[src/rtl/shift_seq_arbiter.sv]
// shift_seq_arbiter: round-robin sharing of one external WIDTH-bit shift register
//
// Each accepted request is a (direction, pattern) pair. The block clears the
// register, serially shifts the pattern in over WIDTH cycles, then pulses done.
// Sequence per op: IDLE -> CLEAR (1) -> SHIFT (WIDTH) -> DONE (1) -> IDLE.
//
// Optional feature macro: SEQ_READBACK_EN
//   defined   : rsp_data captures sr_data_out on the DONE edge and holds it
//   undefined : rsp_data is tied to 0 and sr_data_out is unused
//
// Ports
//   clk, reset                      clock, synchronous active-high reset
//   reqN_valid/ready/dir/pattern    requester N command handshake (N = 0,1)
//   sr_reset, sr_direction,         drive the external shift register
//   sr_shift_in
//   sr_data_out                     external shift register parallel output
//   done, done_id                   one-cycle completion pulse and its requester
//   rsp_data                        readback of the register at completion
module shift_seq_arbiter #(
    parameter int WIDTH = 4
) (
    input  logic             clk,
    input  logic             reset,
    input  logic             req0_valid,
    output logic             req0_ready,
    input  logic             req0_dir,
    input  logic [WIDTH-1:0] req0_pattern,
    input  logic             req1_valid,
    output logic             req1_ready,
    input  logic             req1_dir,
    input  logic [WIDTH-1:0] req1_pattern,
    output logic             sr_reset,
    output logic             sr_direction,
    output logic             sr_shift_in,
    input  logic [WIDTH-1:0] sr_data_out,
    output logic             done,
    output logic             done_id,
    output logic [WIDTH-1:0] rsp_data
);
    localparam int CW = $clog2(WIDTH);

    typedef enum logic [1:0] {IDLE, CLEAR, SHIFT, DONE} state_t;

    state_t           state_q, state_d;
    logic             ptr_q, ptr_d;
    logic             id_q, id_d;
    logic             dir_q, dir_d;
    logic [WIDTH-1:0] seq_q, seq_d;
    logic [CW-1:0]    cnt_q, cnt_d;

    logic             idle;
    logic             grant;
    logic             accept;
    logic             last_shift;
    logic             sel_dir;
    logic [WIDTH-1:0] sel_pattern;

    function automatic logic [WIDTH-1:0] rev(input logic [WIDTH-1:0] v);
        for (int i = 0; i < WIDTH; i++) rev[i] = v[WIDTH-1-i];
    endfunction

    // Round-robin: ptr_q names the favoured requester when both are valid.
    assign idle        = (state_q == IDLE) && !reset;
    assign grant       = (req0_valid && req1_valid) ? ptr_q : req1_valid;
    assign accept      = idle && (req0_valid || req1_valid);
    assign last_shift  = cnt_q == CW'(WIDTH - 1);
    assign sel_dir     = grant ? req1_dir : req0_dir;
    assign sel_pattern = grant ? req1_pattern : req0_pattern;

    always_ff @(posedge clk) begin
        if (reset) begin
            state_q <= IDLE;
            ptr_q   <= 1'b0;
            id_q    <= 1'b0;
            dir_q   <= 1'b0;
            seq_q   <= '0;
            cnt_q   <= '0;
        end else begin
            state_q <= state_d;
            ptr_q   <= ptr_d;
            id_q    <= id_d;
            dir_q   <= dir_d;
            seq_q   <= seq_d;
            cnt_q   <= cnt_d;
        end
    end

    always_comb begin
        state_d = state_q;
        unique case (state_q)
            IDLE:    state_d = accept ? CLEAR : IDLE;
            CLEAR:   state_d = SHIFT;
            SHIFT:   state_d = last_shift ? DONE : SHIFT;
            DONE:    state_d = IDLE;
            default: state_d = IDLE;
        endcase
    end

    // seq_q holds the bits in transmit order, so the next bit is always bit 0;
    // a left shift sends the MSB first, hence the reversal on load.
    always_comb begin
        ptr_d = accept ? !grant : ptr_q;
        id_d  = accept ? grant : id_q;
        dir_d = accept ? sel_dir : dir_q;
        seq_d = accept ? (sel_dir ? sel_pattern : rev(sel_pattern))
                       : (state_q == SHIFT) ? seq_q >> 1 : seq_q;
        cnt_d = (state_q == SHIFT) ? cnt_q + CW'(1) : '0;
    end

    always_comb begin
        req0_ready   = accept && !grant;
        req1_ready   = accept && grant;
        sr_reset     = reset || (state_q == CLEAR);
        sr_direction = !reset && (state_q != IDLE) && dir_q;
        sr_shift_in  = !reset && (state_q == SHIFT) && seq_q[0];
        done         = !reset && (state_q == DONE);
        done_id      = done && id_q;
    end

`ifdef SEQ_READBACK_EN
    logic [WIDTH-1:0] rsp_q, rsp_d;

    always_comb rsp_d = (state_q == DONE) ? sr_data_out : rsp_q;

    always_ff @(posedge clk) begin
        if (reset) rsp_q <= '0;
        else       rsp_q <= rsp_d;
    end

    assign rsp_data = rsp_q;
`else
    logic unused_sr;
    assign unused_sr = ^sr_data_out;
    assign rsp_data  = '0;
`endif

endmodule

[config.mk]
export PLATFORM = sky130hd
export DESIGN_NAME = shift_seq_arbiter
export DESIGN_NICKNAME = d
export VERILOG_FILES = /design/src/rtl/shift_seq_arbiter.sv
export SDC_FILE = /design/constraint.sdc
export NUM_CORES = 1
export LEC_CHECK = 0
export CAP_MARGIN = 20
export CORE_MARGIN = 4
export CORE_UTILIZATION = 30
export CTS_BUF_LIST = sky130_fd_sc_hd__clkbuf_16
export CTS_CLUSTER_DIAMETER = 30
export DETAILED_ROUTE_END_ITERATION = 6
export GPL_ROUTABILITY_DRIVEN = 0
export PLACE_DENSITY_LB_ADDON = 0.15
export SETUP_SLACK_MARGIN = 0.2
export SLEW_MARGIN = 20
export SYNTH_ARGS = -nofsm -noshare
export SYNTH_HDL_FRONTEND = slang
export SYNTH_SLANG_ARGS = --single-unit
[constraint.sdc]
create_clock -name clk -period 1.6 [get_ports clk]
set_input_delay 0.24 -clock clk [delete_from_list [all_inputs] [get_ports clk]]
set_output_delay 0.24 -clock clk [all_outputs]
set_load 0.02 [all_outputs]
======== Word level (Yosys, flattened, before mapping) ========
Index checks and enable logic that the tools add are counted.
cells by class
  $add $sub $neg .......................... 1
  eq/ne operators ......................... 4
  multiplexer cells ....................... 9
  bitwise gates (word level) .............. 1
  reductions and logical operators ........ 19
operators by type and width
  kind                 count
  $mux 4               4
  $logic_and 1x1->1    11
  $pmux 2 s4           1
  $eq 2x2->1 const B   3
  $mux 1               4
  $reduce_bool 2->1    2
  $add 2x1->2 const B  1
  $eq 2x1->1 const B   1
  $logic_not 1->1      2
  $logic_not 2->1      1
  $logic_or 1x1->1     2
  $reduce_or 2->1      1
  $not 1->1            1
word-level totals
  flip-flop bits (word level) ............. 11
  input port bits ......................... 18
  output and inout port bits .............. 11
  logic and storage cells ................. 40

======== Logic depth before layout (Yosys ltp) ========
  depth in word-level cells ............... 5
  depth in mapped cells ................... 7
  gate-level depth less buffers ........... 6

======== Worst setup path after synthesis ========
No wires, ideal clock.
  path kind ............................... register -> output
  start ................................... reg state_q[0]
  end ..................................... out req1_ready
  arrival time ............................ 1.183 ns
  data required time ...................... 1.360 ns
  slack ................................... 0.177 ns
  stages on the path, launching flop included .. 5
  path buffers ............................ 0
  cells stage by stage .................... dfxtp_1 > inv_1 > ha_1 > o21ai_2 > nor3_1
on the way
  cells in the longest elaborated chain, start to end .. 4
ends and longest elaborated chain
  what                    line  source
  start, declared         44    state_t state_q, state_d;
  start signal, assigned  79    state_q <= state_d;
  $logic_not 2->1         63    assign idle = (state_q == IDLE) && !reset;
  $logic_and 1x1->1       63
  $logic_and 1x1->1       65    assign accept = idle && (req0_valid || req1_valid);
  $logic_and 1x1->1       112   req1_ready = accept && grant;
  end, declared           29    output logic req1_ready,
No other way between the ends.

======== Worst setup path after layout ========
  start ................................... reg state_q[1]
  end ..................................... out sr_reset
on the way
  cells in the longest elaborated chain, start to end .. 2
ends and longest elaborated chain
  what              line  source
  $eq 2x1->1        113   sr_reset = reset || (state_q == CLEAR);
  $logic_or 1x1->1  113
  end, declared     32    output logic sr_reset,
No other way between the ends.

==> out/metrics.csv <==
metric,value,unit
crit_fanout,2,
hold_viol_final,0,
dieArea,3309,um2
post-route-period-util,0.9330,
critical-path-slowest-cell,dfxtp_2,
synth_compound_gate_area_share,0.1395,
worstSkewPairLatency,0.24,ns
synth_top_family_by_area,multiplexers,
cts_num_sinks,11,
path_delay_family,flip-flops,
die_w,57.52,um
grt_setup_unrepaired,true,
synthMuxAreaShare,0.2177,
crit_path_end_kind,output pin,
via_per_inst,4.461,
num_antenna_cells,0,
finalSetupViolations,0,
pre_cts_ws,-0.3950,ns
wl_per_cell,11.09,um
ys.flop_type,dfxtp_1,
cap_viol_max_count,0,
drt-pass1-iter-count,4,
dr.first_iter.drc_count,6,
post-cts-setup-buffers,0,
layout_commonest_cell,mux2i_1,
synth_fa_ha_area_frac,0.1020,
final_cell_mix,"mux2i_1, buf_4, clkdlybuf4s50_1",
ys_seq_elements,11,
avgSynthCellArea,9.432,um2
area_delta_synth_final,64.46,%
fp-row-count,17,
max_stage_delay,0.32,ns
drive_gt1_frac,0.4071,
synth_top_cell_area_share,0.2993,
cts_buffer_depth,2,
start_util,0.3233,
start_kind,flop,
synth_cells,78,
synth_top_cell_by_area,dfxtp_1,
slew_viol_final,0,
cts_root_buf,clkbuf_16,
arrival,1.25,ns
gr-total-overflow,0,
status,completed,
num_vias,629,
synth_area_leaders,"dfxtp_1, mux2i_1, ha_1, buf_4, o21a_1",
tritoncts,done,
die_y,57.52,um
htree_levels,1,
setup_tns,0,ns
grt.total_usage,0.09811,
hold_path_class,reg -> reg,
synth_warnings,0,
antenna_found_initial,0,
final_nets,138,
grt_pass1_wl,2546,um
fp.coreArea,2276,um2
max_clock_freq,0.6699,GHz
drc,0,
powerDensity,1291,nW/um2
worst_slack,0.1071,ns
io_buffers,20,
grt_max_degree,8,
path_buf_inv,3,
ys_types,26,
critPathRequiredTime,1.36,ns
path_clk_slew,0.04,ns
fin_skew,0.0008335,ns
syn_area,735.7,um2
path_class,reg -> out,
fin_crit,1.493,ns
synth-async-reset-ratio,0,
ios,29,
crit_chain,inv_2 -> buf_4 -> ha_2 -> or2_4 -> buf_6,
synth_edf_count,0,
grt_pass1_vias,587,
seq_area_frac_synth,0.2993,
synthSimpleGateAreaFrac,0.1548,
hpwl,1292,um
p_leak,0.5504,nW
hold_slack,0.4271,ns
cts_buffers,3,
synthXorXnorAreaFrac,0,
antenna_left,0,
ir_drop,726.7,uV
wl,1564,um
[per-stage QoR]
| step | instances | utilization | instance area (um2) | power, W |
|---|---|---|---|---|
| 3_5_place_dp | 137 | 0.4673 | 1064 | 0.001020 |
| 4_1_cts | 141 | 0.5256 | 1196 | 0.001571 |
| 6_report | 141 | 0.5316 | 1210 | 0.001563 |
| 5_1_grt | 141 | 0.5316 | 1210 | 0.001673 |
| 2_1_floorplan | 81 | - | 757.0 | 0.0007490 |
| 3_3_place_gp | 137 | 0.4673 | 1064 | 0.001013 |
[cells by family after synthesis]
logic type	Yosys count
compound gates	13
fa+ha+maj	6
buf+inv	11
flops	11
mux	16
other cells	1
simple gates	20
[per-layer routing]
metal  vias to the layer above  global-route usage  routed length (um)
met5                         -                   0                   0
met3                         0             0.04299                  95
met4                         0             0.01987                   0
met1                       284              0.1263                 767
met2                        13              0.1516                 701
li1                        332                   -                   -
[cell usage after synthesis, types with 2 or more instances]
| cell | count |
|---|---|
| nor2_1 | 6 |
| buf_2 | 2 |
| a21oi_1 | 5 |
| nand2_1 | 2 |
| o21a_1 | 4 |
| and3b_1 | 2 |
| ha_1 | 6 |
| buf_4 | 4 |
| inv_1 | 2 |
| dfxtp_1 | 11 |
| nor3b_1 | 3 |
| nor2b_1 | 2 |
| mux2i_1 | 16 |
[worst paths after layout]
path | start | to | slack (ns) | depth (start not counted)
worst max register to register | state_q[0] | seq_q[1] | 0.28 | 7
worst max-delay path | state_q[1] | sr_reset | 0.11 | 5
worst min-delay path | cnt_q[0] | cnt_q[0] | 0.43 | 1
worst min register to register | cnt_q[0] | cnt_q[0] | 0.43 | 1
[where the power goes]
part,internal [W],total [W],switching (W),leakage (nW)
Clock,0.000331,0.000460,0.000129,0.0409
Sequential,0.000353,0.000396,0.0000424,0.0915
Combinational,0.000392,0.000707,0.000315,0.418
Total,0.00108,0.00156,0.000486,0.550
[what timing repair did]
item / CTS / global route
endpoints found under the hold margin: 0 / 0
hold buffers: 0 / 0
resized for setup: 59 / 4
setup endpoints to repair: 7 / 7
pin swaps: 5 / 3
[worst register-to-register path: stages, from the launching register on]
cell,delay [ns]
dfxtp_2,0.32
inv_2,0.07
buf_4,0.11
ha_2,0.17
buf_4,0.15
mux2i_1,0.20
a21oi_1,0.09
o21a_1,0.10
[cell type report]
cell class | instances | area [um2]
Clock buffer | 3 | 75.07
Clock inverter | 1 | 5.005
Fill cell | 208 | 1066
Inverter | 3 | 11.26
Multi-Input combinational cell | 59 | 526.8
Sequential cell | 11 | 222.7
Tap cell | 28 | 35.03
Timing Repair Buffer | 36 | 334.1
[state kept, by name, summed over array words and instances (netlist names)]
| signal | flops |
|---|---|
| id_q | 1 |
| cnt_q | 2 |
| state_q | 2 |
| seq_q | 4 |
| dir_q | 1 |
| ptr_q | 1 |
Note: power is estimated with default switching activity, not from simulation.
==> RTL change 1 (same flow settings) <==
`WIDTH`: 4 -> 2.
--- a/src/rtl/shift_seq_arbiter.sv
+++ b/src/rtl/shift_seq_arbiter.sv
@@ -17,7 +17,7 @@
 //   done, done_id                   one-cycle completion pulse and its requester
 //   rsp_data                        readback of the register at completion
 module shift_seq_arbiter #(
-    parameter int WIDTH = 4
+    parameter int WIDTH = 2
 ) (
     input  logic             clk,
     input  logic             reset,
Interface: changed (resized req0_pattern, req1_pattern, rsp_data and sr_data_out); port bits go from 29 to 21. No check against the original RTL was run, so the function may have changed too.
==> RTL change 1 against the original RTL <==
  * Synthesized area fell by 31%
  * Die area decreased by 27%
  * Via count down 17%
  * Design area shrank 16%
  * First-iteration DRC count rose by 67%
  * Largest cell class unchanged
  * Sequential power decreased by 38%
  * Global-route usage rose by 0.86 points
  * Sequential cell count is 3 lower
  * Count of clock-buffer cells in the layout is the same
  * Total power fell by 33%
  * Setup slack gained 0.029 ns
  * Utilization grew 13 points
  * Wire length is 18% lower
==> RTL change 1: results (changes against the original RTL) <==
Result of the run: complete, no violations (unchanged). The multi-input logic cell count came out at 40 (was 59). The launching instance or port of the critical path is state_q[0] (was state_q[1]). The data arrival time at the worst-slack endpoint came out at 1.22 ns (was 1.25 ns). The share of synthesized cell area in full adder, half adder and majority cells came out at 9.90% (was 10.2%).

The number of vias in the routed layout came to 522 (was 629). The setup fix buffers added after clock tree synthesis came to 3 (was 0). The final-layout clock-cell area share was 7.39% (was 6.62%).

The buffer share of cell area came out at 34.0% (was 27.6%). The multiplexer fraction of the synthesized cell area came out at 16.1% (was 21.8%). The total of buffers placed on input and output ports was 16 (was 20). The worst reg-to-reg path cell count came out at 8 (was 7). The critical path capture point is done_id (was sr_reset). The number of synthesized register bits is 8 (was 11). Cell types occupying the most area after synthesis: dfxtp_1, mux2i_1, ha_1, nor3b_1, o21ai_4 (was dfxtp_1, mux2i_1, ha_1, buf_4, o21a_1). The complex-gate fraction of the synthesized area is 16.1% (was 13.9%). The sequential cell power was 0.247 mW (was 0.396 mW). The maximum number of pins on one net before global-route repair came out at 7 (was 8). The total number of nets in the final design came out at 112 (was 138). Most used standard cells in the synthesized netlist: dfxtp_1, mux2i_1, ha_1, nor2_1 (was mux2i_1, dfxtp_1, ha_1, nor2_1, a21oi_1). The DRC marker count from the first detailed-route iteration came out at 10 (was 6). The flip-flop and latch area is 163 um^2 (was 223 um^2). The via count normalized by instance count came out at 4.75 (was 4.46). The internal power component came out at 0.773 mW (was 1.08 mW).

The flop-to-flop setup slack came to 0.15 ns (was 0.28 ns). The leakage power of the design came to 0.459 nW (was 0.550 nW). The count of inverters not on the clock network in the layout came out at 4 (was 3). The combinational gate power is 0.381 mW (was 0.707 mW).

The fill cell instance count of the final layout was 118 (was 208). The global router's overall resource usage is 10.7% (was 9.81%). The multi-input gate share of total cell area is 38.9% (was 43.5%).

The sequential share of cell area came out at 16.0% (was 18.4%). The per-instance average area after synthesis is 9.36 um^2 (was 9.43 um^2). The switching share of power came out at 26.0% (was 31.1%).

The worst IR drop on VDD came out at 718 uV (was 727 uV). The die area is 2410 um^2 (was 3310 um^2). The post-placement cell area was 828 um^2 (was 1060 um^2). The number of non-clock buffers in the layout is 39 (was 36).
## RTL change 1: cell count changes in the layout (fill, tap and decap cells not counted), sizes merged, moves of 2 or more
cell and delta:
mux2i -9, buf +7, clkdlybuf4s50 -5, dfxtp -3, o21a -3, a21oi -2
conb -2, ha -2, nor2 -2
## RTL change 1: worst min-delay path by stage
| stage | start | to | slack, ns | cells past startpoint |
|---|---|---|---|---|
| detailed placement | cnt_q | cnt_q | 0.41 | 1 |
| finish | cnt_q | cnt_q | 0.41 | 1 |
| floorplan | reset | state_q[1] | 0.31 | 1 |
| global placement | cnt_q | cnt_q | 0.41 | 1 |
| global route | cnt_q | cnt_q | 0.43 | 1 |
| CTS | cnt_q | cnt_q | 0.41 | 1 |
## RTL change 1: per-layer routing
| layer | GRT usage, % | share of wire, % | vias up |
|---|---|---|---|
| li1 | - | - | 269 |
| met1 | 12.4 | 42 | 232 |
| met2 | 16.5 | 49 | 21 |
| met3 | 5.50 | 8.3 | 0 |
| met4 | 4.04 | 0 | 0 |
| met5 | 0 | 0 | - |
==> RTL change 2 (config.mk and constraints unchanged) <==
Made on the original files. Re-encode `state_t` (4 states) as one-hot, 4 bits wide.
--- a/src/rtl/shift_seq_arbiter.sv
+++ b/src/rtl/shift_seq_arbiter.sv
@@ -39,7 +39,7 @@
 );
     localparam int CW = $clog2(WIDTH);
 
-    typedef enum logic [1:0] {IDLE, CLEAR, SHIFT, DONE} state_t;
+    typedef enum logic [3:0] {IDLE = 4'b0001, CLEAR = 4'b0010, SHIFT = 4'b0100, DONE = 4'b1000} state_t;
 
     state_t           state_q, state_d;
     logic             ptr_q, ptr_d;
Check against the original RTL: no difference found for any inputs over 10 cycles, from zero or initial values and one cycle with reset high; not proved beyond that.
==> RTL change 2 against the original RTL <==
  * The run now ends with negative setup slack left
  * Fmax shrank 24%
  * Global-route usage grew 3.0 points
  * Wire length grew 30%
  * Setup slack lost 0.48 ns
  * Design area grew 15%
  * Count of clock-buffer cells in the layout is the same
  * Via count grew 28%
  * Total power shrank 24%
  * Synthesized area grew 6.8%
  * Sequential cell count grew 2
  * Critical path type unchanged
  * Largest cell class unchanged
  * Highest routed layer is now met4
==> RTL change 2: results (changes against the original RTL) <==
Result of the run: finished with violations (was complete, no violations). The final reports fail on negative setup slack. The post-synthesis sequential area ratio is 33.1% (was 29.9%). The setup fix buffers added after clock tree synthesis is 5 (was 0).

The met1 layer usage reported by global route is 14.5% (was 12.6%). The data arrival time at the worst-slack endpoint is 1.73 ns (was 1.25 ns). The buffer share of cell area is 30.3% (was 27.6%). The number of global-route vias before repair came out at 788 (was 587). The cell class contributing the biggest share of worst-path delay is simple AND/OR/NAND/NOR gates (was flip-flops). The fill cell instance count of the final layout is 253 (was 208). The number of non-clock buffers in the layout is 45 (was 36). Largest registers in the final layout: seq_q: 4 flops, state_q: 4 flops, cnt_q: 2 flops (was seq_q: 4 flops, cnt_q: 2 flops, state_q: 2 flops). The slack of the critical path came out at -0.371 ns (was 0.107 ns). The launching instance or port of the critical path is state_q[3] (was state_q[1]). The post-placement cell area is 1150 um^2 (was 1060 um^2). The maximum net fanout on the critical path is 3 (was 2). The met2 wire length came out at 1.00 mm (was 701 um).

The final-layout clock-cell area share came out at 5.65% (was 6.62%). The switching share of power is 25.7% (was 31.1%). The number of different library cells in the post-synthesis netlist was 33 (was 26).

The final setup violation count is 9 (was 0). The area of combinational cells with multiple inputs is 583 um^2 (was 527 um^2). The clock skew after layout came out at 0.00282 ns (was 0.000834 ns). The worst IR drop on VDD came out at 607 uV (was 727 uV). The global router's overall resource usage is 12.8% (was 9.81%).

The utilization of the core after routing is 56.4% (was 53.2%). The global-route wire length before repair is 3.44 mm (was 2.55 mm). The met1 wire length came out at 881 um (was 767 um).

The flop-to-flop setup slack is -0.33 ns (was 0.28 ns). Most used standard cells in the synthesized netlist: dfxtp_1, mux2i_1, nor2b_1 (was mux2i_1, dfxtp_1, ha_1, nor2_1, a21oi_1). The top layer reached by signal wires is met4 (was met3). The via count normalized by instance count came out at 4.92 (was 4.46). The HPWL after detailed placement is 1.57 mm (was 1.29 mm).

The maximum cell stage delay along the critical path came to 0.53 ns (was 0.32 ns). The share of layout cells above drive strength 1 came out at 44.4% (was 40.7%). The critical path capture point was req0_ready (was sr_reset).

Cell types occupying the most area after synthesis: dfxtp_1, mux2i_1, nor2b_1, a221oi_1, buf_4 (was dfxtp_1, mux2i_1, ha_1, buf_4, o21a_1). The flip-flop and latch area is 263 um^2 (was 223 um^2). The instance count after placement with tap cells included came out at 153 (was 137). The maximum number of pins on one net before global-route repair was 12 (was 8). The worst reg-to-reg path cell count is 6 (was 7). The leakage power of the design came out at 0.632 nW (was 0.550 nW).
RTL change 2: cell types whose count changed after synthesis, sizes merged, moves of 3 or more:
cell    delta
a21o       +3
a221oi     +4
and3       +4
clkbuf     +3
ha         -5
mux2i      -9
nor2b      +4
o21a       -4
o32ai      +3
RTL change 2: per-stage QoR:
step	TNS [ns]	hold slack [ns]	worst slack (ns)
6_report	-2.09	0.429	-0.371
5_1_grt	-2.43	0.474	-0.406
4_1_cts	-1.56	0.430	-0.361
3_5_place_dp	-4.71	0.422	-0.706
3_3_place_gp	-4.56	0.409	-0.689
2_1_floorplan	-0.704	0.398	-0.184
RTL change 2: cells by family after synthesis:
logic type                 after synthesis  synth area share (%)
buffers and inverters                   12                  7.80
and+or+nand+nor                         35                  28.2
muxes                                    7                  8.92
adders and majority gates                1                  1.59
DFF                                     13                  33.1
AOI/OAI and AO/OA                       21                  19.9
other                                    1                 0.477
RTL change 2: power groups by stage:
| stage | combinational (mW) | sequential [mW] | clock (mW) |
|---|---|---|---|
| after floorplan | 0.167 | 0.376 | 0 |
| after global placement | 0.287 | 0.375 | 0 |
| after detailed placement | 0.289 | 0.376 | 0 |
| after CTS | 0.339 | 0.372 | 0.468 |
| after global routing | 0.391 | 0.377 | 0.478 |
| final | 0.363 | 0.374 | 0.458 |
RTL change 2: worst min path at each step:
stage	start	endpoint	slack, ns	depth (start not counted)
after floorplan	cnt_q[0]	cnt_q[0]	0.40	1
after global placement	cnt_q[0]	cnt_q[0]	0.41	1
after detailed placement	cnt_q[0]	cnt_q[0]	0.42	1
after CTS	cnt_q[0]	cnt_q[0]	0.43	1
after global routing	cnt_q[0]	cnt_q[0]	0.47	1
final	cnt_q[0]	cnt_q[0]	0.43	1
